===== config.mk =====
export PLATFORM = sky130hd
export DESIGN_NAME = end_screen_ctrl
export DESIGN_NICKNAME = d
export VERILOG_FILES = /design/src/rtl/end_screen_ctrl.sv
export SDC_FILE = /design/constraint.sdc
export NUM_CORES = 1
export LEC_CHECK = 0
export BUFFER_PORTS_ARGS = -buffer_cell sky130_fd_sc_hd__buf_2
export CORE_UTILIZATION = 50
export DETAILED_ROUTE_END_ITERATION = 8
export GPL_TIMING_DRIVEN = 0
export PLACE_DENSITY = 0.67
export SETUP_SLACK_MARGIN = 0.4
export SYNTH_ARGS = -nofsm -noshare
export SYNTH_HDL_FRONTEND = slang
export SYNTH_SLANG_ARGS = --single-unit

===== constraint.sdc =====
create_clock -name pclk -period 5.6 [get_ports pclk]
set_input_delay 1.12 -clock pclk [delete_from_list [all_inputs] [get_ports pclk]]
set_output_delay 1.12 -clock pclk [all_outputs]
set_load 0.01 [all_outputs]

===== src/rtl/end_screen_ctrl.sv =====
`default_nettype none
//============================================================================
// Module      : end_screen_ctrl
// Description : End-of-game overlay sequencer. It latches a LOSE or WIN
//               outcome from the snake logic and freezes gameplay while the
//               end screen is shown. The GAME OVER / YOU WIN overlay enables
//               blink on frame ticks. After a hold-off period, a fresh press
//               of the restart button generates a one-cycle restart pulse.
// Ports       : pclk         - pixel clock
//               rst          - asynchronous reset, active-high
//               vsync_in     - vsync; each rising edge is one frame tick
//               collision    - snake hit wall/self (level or pulse)
//               win          - snake reached max length (level or pulse)
//               restart_btn  - synchronized, debounced button level
//               game_over    - GAME OVER overlay enable (blink-gated)
//               victory      - YOU WIN overlay enable (blink-gated)
//               game_frozen  - halts snake movement and food generation
//               game_restart - one-cycle pulse to reinitialize the game
//               state        - current state code (debug/LED)
// Revision    : 1.0 - initial release
//============================================================================
module end_screen_ctrl #(
    parameter int BLINK_FRAMES   = 30,
    parameter int HOLDOFF_FRAMES = 60,
    parameter int CNT_W          = 8
) (
    input  logic       pclk,
    input  logic       rst,
    input  logic       vsync_in,
    input  logic       collision,
    input  logic       win,
    input  logic       restart_btn,
    output logic       game_over,
    output logic       victory,
    output logic       game_frozen,
    output logic       game_restart,
    output logic [1:0] state
);

    typedef enum logic [1:0] {
        S_PLAY    = 2'd0,
        S_LOSE    = 2'd1,
        S_WIN     = 2'd2,
        S_RESTART = 2'd3
    } state_t;

    // A blink period of zero means the overlay stays steadily on.
    localparam bit              C_BLINK_EN   = (BLINK_FRAMES > 0);
    localparam logic [CNT_W-1:0] C_BLINK_LAST = C_BLINK_EN ? CNT_W'(BLINK_FRAMES - 1) : '0;
    localparam logic [CNT_W-1:0] C_HOLDOFF    = CNT_W'(HOLDOFF_FRAMES);

    state_t             r_state;
    logic               r_vsync_d;
    logic               r_btn_d;
    logic [CNT_W-1:0]   r_blink_cnt;
    logic [CNT_W-1:0]   r_hold_cnt;
    logic               r_phase;

    state_t             w_state_nx;
    logic [CNT_W-1:0]   w_blink_nx;
    logic [CNT_W-1:0]   w_hold_nx;
    logic               w_phase_nx;
    logic               w_tick;
    logic               w_btn_rise;
    logic               w_ready;

    assign w_tick     = vsync_in & ~r_vsync_d;
    assign w_btn_rise = restart_btn & ~r_btn_d;
    assign w_ready    = (r_hold_cnt == C_HOLDOFF);

    always_comb begin
        w_state_nx = r_state;
        w_blink_nx = r_blink_cnt;
        w_hold_nx  = r_hold_cnt;
        w_phase_nx = r_phase;

        case (r_state)
            S_PLAY: begin
                // Collision wins a tie with the win event. The counters are
                // cleared here so that a tick in the entry cycle is not counted.
                if (collision || win) begin
                    w_state_nx = collision ? S_LOSE : S_WIN;
                    w_blink_nx = '0;
                    w_hold_nx  = '0;
                    w_phase_nx = 1'b1;
                end
            end

            S_LOSE, S_WIN: begin
                if (w_tick) begin
                    if (C_BLINK_EN) begin
                        if (r_blink_cnt == C_BLINK_LAST) begin
                            w_phase_nx = ~r_phase;
                            w_blink_nx = '0;
                        end else begin
                            w_blink_nx = r_blink_cnt + 1'b1;
                        end
                    end
                    if (!w_ready) begin
                        w_hold_nx = r_hold_cnt + 1'b1;
                    end
                end
                // Only a fresh rising edge is accepted, so a button that was
                // already held before the hold-off expired never fires. Edges
                // seen before then are simply dropped.
                if (w_ready && w_btn_rise) begin
                    w_state_nx = S_RESTART;
                end
            end

            default: begin
                w_state_nx = S_PLAY;
            end
        endcase
    end

    // Outputs are decoded from the next-state values. This gives registered
    // Moore outputs that respond on the first cycle after an event.
    always_ff @(posedge pclk or posedge rst) begin
        if (rst) begin
            r_state      <= S_PLAY;
            r_vsync_d    <= 1'b0;
            r_btn_d      <= 1'b0;
            r_blink_cnt  <= '0;
            r_hold_cnt   <= '0;
            r_phase      <= 1'b0;
            game_over    <= 1'b0;
            victory      <= 1'b0;
            game_frozen  <= 1'b0;
            game_restart <= 1'b0;
        end else begin
            r_state      <= w_state_nx;
            r_vsync_d    <= vsync_in;
            r_btn_d      <= restart_btn;
            r_blink_cnt  <= w_blink_nx;
            r_hold_cnt   <= w_hold_nx;
            r_phase      <= w_phase_nx;
            game_over    <= (w_state_nx == S_LOSE) & w_phase_nx;
            victory      <= (w_state_nx == S_WIN) & w_phase_nx;
            game_frozen  <= (w_state_nx != S_PLAY);
            game_restart <= (w_state_nx == S_RESTART);
        end
    end

    assign state = r_state;

endmodule
`default_nettype wire


# Word-level counts from Yosys, hierarchy flattened
# Index checks and enable logic that the tools add are counted.
dict set report classes {
  addsub 2
  mul 0
  n_div 0
  n_lt_le_gt_ge 0
  eq_ne 10
  shift 0
  mux 15
  bitwise_logic 7
  reduce_logical 8
}
# cell count
set ops {}
lappend ops {{$mux W8} 5}
lappend ops {{$pmux W8 S2} 2}
lappend ops {{$add A8 B1 Y8 const B} 2}
lappend ops {{$eq A8 B5 Y1 const B} 1}
lappend ops {{$eq A8 B6 Y1 const B} 1}
lappend ops {{$eq A2 B2 Y1 const B} 3}
lappend ops {{$mux W2} 3}
lappend ops {{$ne A2 B2 Y1 const B} 3}
lappend ops {{$and A1 B1 Y1} 4}
lappend ops {{$eq A2 B1 Y1 const B} 2}
lappend ops {{$pmux W2 S2} 1}
lappend ops {{$reduce_and A4 Y1} 1}
lappend ops {{$reduce_bool A2 Y1} 2}
lappend ops {{$mux W1} 3}
lappend ops {{$not A1 Y1} 3}
lappend ops {{$reduce_and A3 Y1} 1}
lappend ops {{$logic_not A2 Y1} 1}
lappend ops {{$pmux W1 S2} 1}
lappend ops {{$reduce_or A2 Y1} 1}
lappend ops {{$logic_and A1 B1 Y1} 1}
lappend ops {{$logic_or A1 B1 Y1} 1}
dict set report word_totals {
  register_bits 25
  latch_bits 0
  ramBits 0
  rom_bits 0
  in_bits 6
  wordCells 52
  memories 0
}

# Longest topological paths before layout
dict set report logic_depth {
  word_depth 7
  mapped_depth 7
  mapped_depth_nobuf 6
}

# Worst setup path after synthesis
# OpenSTA, ideal clock, no wires.
dict set report synth_timing {
  path_type {in2reg}
  from {input port win}
  to {register victory}
  t_arrival_ns 2.158
  required_ns 5.479
  setup_slack_ns 3.322
  path_stages 4
  path_cell_list {o31a_1 a311o_1 a221o_1 and4b_1}
}
dict set report synth_between {
  elab_chain_len 5
  word_cells_on_any_way 7
  cone_classes {eq/ne: 1; mux: 4; bitwise: 1; reduce/logical: 1}
}
# item line_no
set synth_rtl {}
lappend synth_rtl {{from (decl)} 31} ;# input logic win,
lappend synth_rtl {{$logic_or A1 B1 Y1 *} 81} ;# if (collision || win) begin
lappend synth_rtl {{$mux W2} 81}
lappend synth_rtl {{$pmux W2 S2} 77} ;# case (r_state)
lappend synth_rtl {{$eq A2 B2 Y1} 139} ;# victory <= (w_state_nx == S_WIN) & w_phase_nx;
lappend synth_rtl {{$and A1 B1 Y1 *} 139}
lappend synth_rtl {{to (signal assigned)} 139}
lappend synth_rtl {{to (decl)} 34} ;# output logic victory,
# Every way passes the cells marked *; elsewhere a longest branch is shown, timed or not.
# A chain may end at the register's enable or synchronous reset.

# Worst setup path in the final report
dict set report layout_timing {
  from {register r_state[0] (netlist: state[0])}
  to {register r_blink_cnt[7]}
}
dict set report layout_between {
  elab_chain_len 4
  word_cells_on_any_way 9
  cone_classes {eq/ne: 4; mux: 1; reduce/logical: 4}
}
# item line_no
set layout_rtl {}
lappend layout_rtl {{from (decl)} 52} ;# state_t r_state;
lappend layout_rtl {{from (signal assigned)} 132} ;# r_state <= w_state_nx;
lappend layout_rtl {{$eq A2 B1 Y1 / $eq A2 B2 Y1 (equally long branches)} 77}
lappend layout_rtl {{$reduce_or A2 Y1} 77}
lappend layout_rtl {{$ne A2 B2 Y1 (no source line) / $reduce_bool A2 Y1 (equally long branches)} n/a}
lappend layout_rtl {{$reduce_and A3 Y1 (no source line)} n/a}
lappend layout_rtl {{to (signal assigned)} 135} ;# r_blink_cnt <= w_blink_nx;
lappend layout_rtl {{to (decl)} 55} ;# logic [CNT_W-1:0] r_blink_cnt;
# Parallel ways exist; a longest one is shown, timed or not.

==> implementation parameters <==
Parameter                              Value

Worst setup path
  Start-to-end type of the worst setup path    register to register
  Required arrival time at the worst endpoint    roughly 5.8 ns
  Critical Path Source Type    register
  Maximum fanout along the worst path    10
  Worst reg2reg path depth    6
  Signal arrival time at the worst endpoint    2.51 ns
  Type of element capturing the critical path    register

Floorplanning
  Die span in x    54.99 um
  Effective utilization at floorplan    a little over half
  Vertical die dimension    roughly 55 um
  Area of the core region    0.002567 sq mm
  Die area    0.003023 sq mm
  Row cnt    18
  I/O pins    12

Finish
  Diode insertion count for antenna repair    0
  Number of inserted filler cells in the final layout    227
  Final Cell Area    0.001523 sq mm
  # nets final    174
  Syn-to-layout area delta    8.467%
  Ratio of cells with drive above 1 in the final layout    13.66%
  Final core utilization    59.31%

Place
  Post-DP HPWL    2026 um
  Placed cell areas    0.001496 sq mm
  Port-buffer cells    11
  Worst setup slack after placement    2.928 ns
  Placer's final routability congestion estimate    0.8373

STA
  Post-layout min period    2.301 ns
  Max-slew headroom    approximately 37%
  Worst-Margin Slew    roughly 0.94 ns
  Fin. max-slew vios    0
  Setup-failing EPs final    0
  Worst clock skew    0.004570 ns
  Worst setup slack after layout    approximately 3.3 ns
  Final hold violation count    0
  Unrepaired setup endpoints after global routing    false
  Final period utilization    41.10%
  Maximum operating frequency    434.5 MHz
  Setup TNS    0 ns

Logic synthesis
  Register area share after synthesis    about 45%
  Async set or reset register ratio after synthesis    100.0%
  Mean area per synthesized cell    9.615 sq um
  Total of warnings raised by yosys    0
  Top-count cell post-synth    dfrtp_1
  Syn nets    158
  Yosys top cell by area    dfrtp_1
  Area share of the largest cell type after synthesis    between 40% and 50%
  Post-synthesis cell type count    48
  Predominant post-synthesis flop cell    dfrtp_1
  Mapped Area    0.001404 sq mm
  Cell types occupying the most area after synthesis    dfrtp_1 45%, ha_1 5.3%, nand2_1 4.5%, nand3_1 3.9%, o21ai_0 3.2%
  Post-synthesis sequential element count    25
  EDFF count, synth    0
  Synth cell count leaders    25 x dfrtp_1, 17 x nand2_1, 11 x nand3_1
  Mapped Cells    146

Clock network
  Master cell of the clock root buffer    clkbuf_4
  Buffers from clock root to sink, at most    2
  Sinks on Clock Net    25
  Total of cells resized after clock tree synthesis    0
  H-tree depth    1
  Buffers inserted by post-CTS timing repair    0
  Cts hold-fix bufs    0
  Cts bufs inserted    3
  Worst skew pair latency    about 0.32 ns
  TritonCTS clock tree    yes
  Clock-pin slew on the worst setup and hold paths    0.14 ns

Global routing
  All-layer global routing usage    21.89%
  Pin count of the biggest net entering global routing    26
  Vias in the first global route    1138
  Remaining Overflow, GRT    0
  Global-route wire length before repair    4726 um
  Antenna violations before repair    0

Routing
  Met1 layer wirelength in the final routing    roughly 1400 um
  Number of vias in the routed layout    about 1200
  Wire length on met2    1289 um
  First DRT Iteration DRCs    34
  Top layer used by detailed routing    met4
  Vias per cell    6.042
  WL met3    74 um
  Average wire per cell in the routed design    roughly 15 um
  Total routed wirelength    2782 um
  Antenna viol nets, final    0
  # DRC    0
  First-pass DRT Iterations    4

Hold path
  Worst Hold Class    register to register
  Number of cells on the worst hold path    1

Pwr
  Worst voltage drop across the vdd grid    292.9 uV
  Cell Pwr Density    497.4 mW/mm^2
  Clock share of power    between 10% and 20%
  Leakage power total    0.6873 nW
  Switch Pwr    0.0003311 W
  Combinational share of power    a little over 50%
  Internal Pwr Total    0.0004262 W
  Switching power as a share of total power    43.72%
  Proportion of power drawn by flip-flops and latches    37.2%
  PnR Total Power    0.0007573 W

Outcome
  Run status    finished clean

Flow run
  Total of max-cap violations    0
==> power by group through the flow <==
stage	Sequential, W	Clock [W]	Combinational (W)
floorplan	0.000283	0	0.000294
global placement	0.000281	0	0.000379
detailed placement	0.000285	0	0.000394
CTS	0.000281	0.0000839	0.000395
global route	0.000290	0.0000902	0.000448
finish	0.000281	0.0000827	0.000393
==> critical path, cell delays in order (launching register included) <==
cell and delay (ns):
dfrtp_1 0.43, inv_1 0.06, ha_1 0.36, nand2b_2 0.23, a22oi_2 0.43, nand2_1 0.30, o311ai_0 0.39
==> flip-flops by register name (all words and copies together), names as in the netlist <==
signal        flops
game_over         1
state             2
victory           1
game_restart      1
r_vsync_d         1
game_frozen       1
r_btn_d           1
r_hold_cnt        8
r_blink_cnt       8
r_phase           1
==> layer usage <==
layer / vias up / GRT usage, %
li1: 570 / -
met1: 556 / 25.63
met2: 24 / 38.96
met3: 4 / 2.732
met4: 0 / 10.83
met5: - / 0
==> metrics by stage <==
| step | hold WS [ns] | std cells |
|---|---|---|
| 2_1_floorplan | 0.5008 | 146 |
| 5_1_grt | 0.5985 | 191 |
| 3_3_place_gp | 0.5241 | 187 |
| 4_1_cts | 0.5738 | 191 |
| 6_report | 0.5732 | 191 |
| 3_5_place_dp | 0.5428 | 187 |
==> layout make-up <==
| type | instances | area (sq um) | area share [%] |
|---|---|---|---|
| Clock buffer | 4 | 26.28 | 1.726 |
| Multi-Input combinational cell | 109 | 725.7 | 47.66 |
| Timing Repair Buffer | 11 | 55.05 | 3.615 |
| Buffer | 2 | 15.01 | 0.9860 |
| Inverter | 10 | 37.54 | 2.465 |
| Tap cell | 30 | 37.54 | 2.465 |
| Sequential cell | 25 | 625.6 | 41.08 |
==> layout by cell type, fill, tap and decap left out, types with 4 or more instances in the layout <==
master    Yosys  layout
nor2_1        6       6
mux2i_1       4       4
buf_2         0      11
a21oi_1       6       6
nand2b_1      5       5
nand2_1      17      17
nand3_1      11      11
o21ai_0       9       9
dfrtp_1      25      25
inv_1        10      10
ha_1          6       6
==> worst paths after layout <==
| check | start | to | slack, ns |
|---|---|---|---|
| min in group asynchronous | rst | r_blink_cnt[1] | 0.98 |
| setup / recovery | state[0] | r_blink_cnt[7] | 3.30 |
| setup reg to reg | state[0] | r_blink_cnt[7] | 3.30 |
| hold / removal | r_blink_cnt[3] | r_blink_cnt[3] | 0.57 |
| max in group asynchronous | rst | r_hold_cnt[1] | 4.05 |
| hold reg to reg | r_blink_cnt[3] | r_blink_cnt[3] | 0.57 |
==> cell families (layout without fill, tap and decap cells) <==
group | after synthesis | in the layout | synth area share [%]
buf+inv | 12 | 27 | 3.743
simple gates | 63 | 63 | 25.49
mux | 4 | 4 | 2.852
fa+ha+maj | 6 | 6 | 5.347
flops | 25 | 25 | 44.56
compound gates | 36 | 36 | 18.00
(Power assumes the default switching activity.)
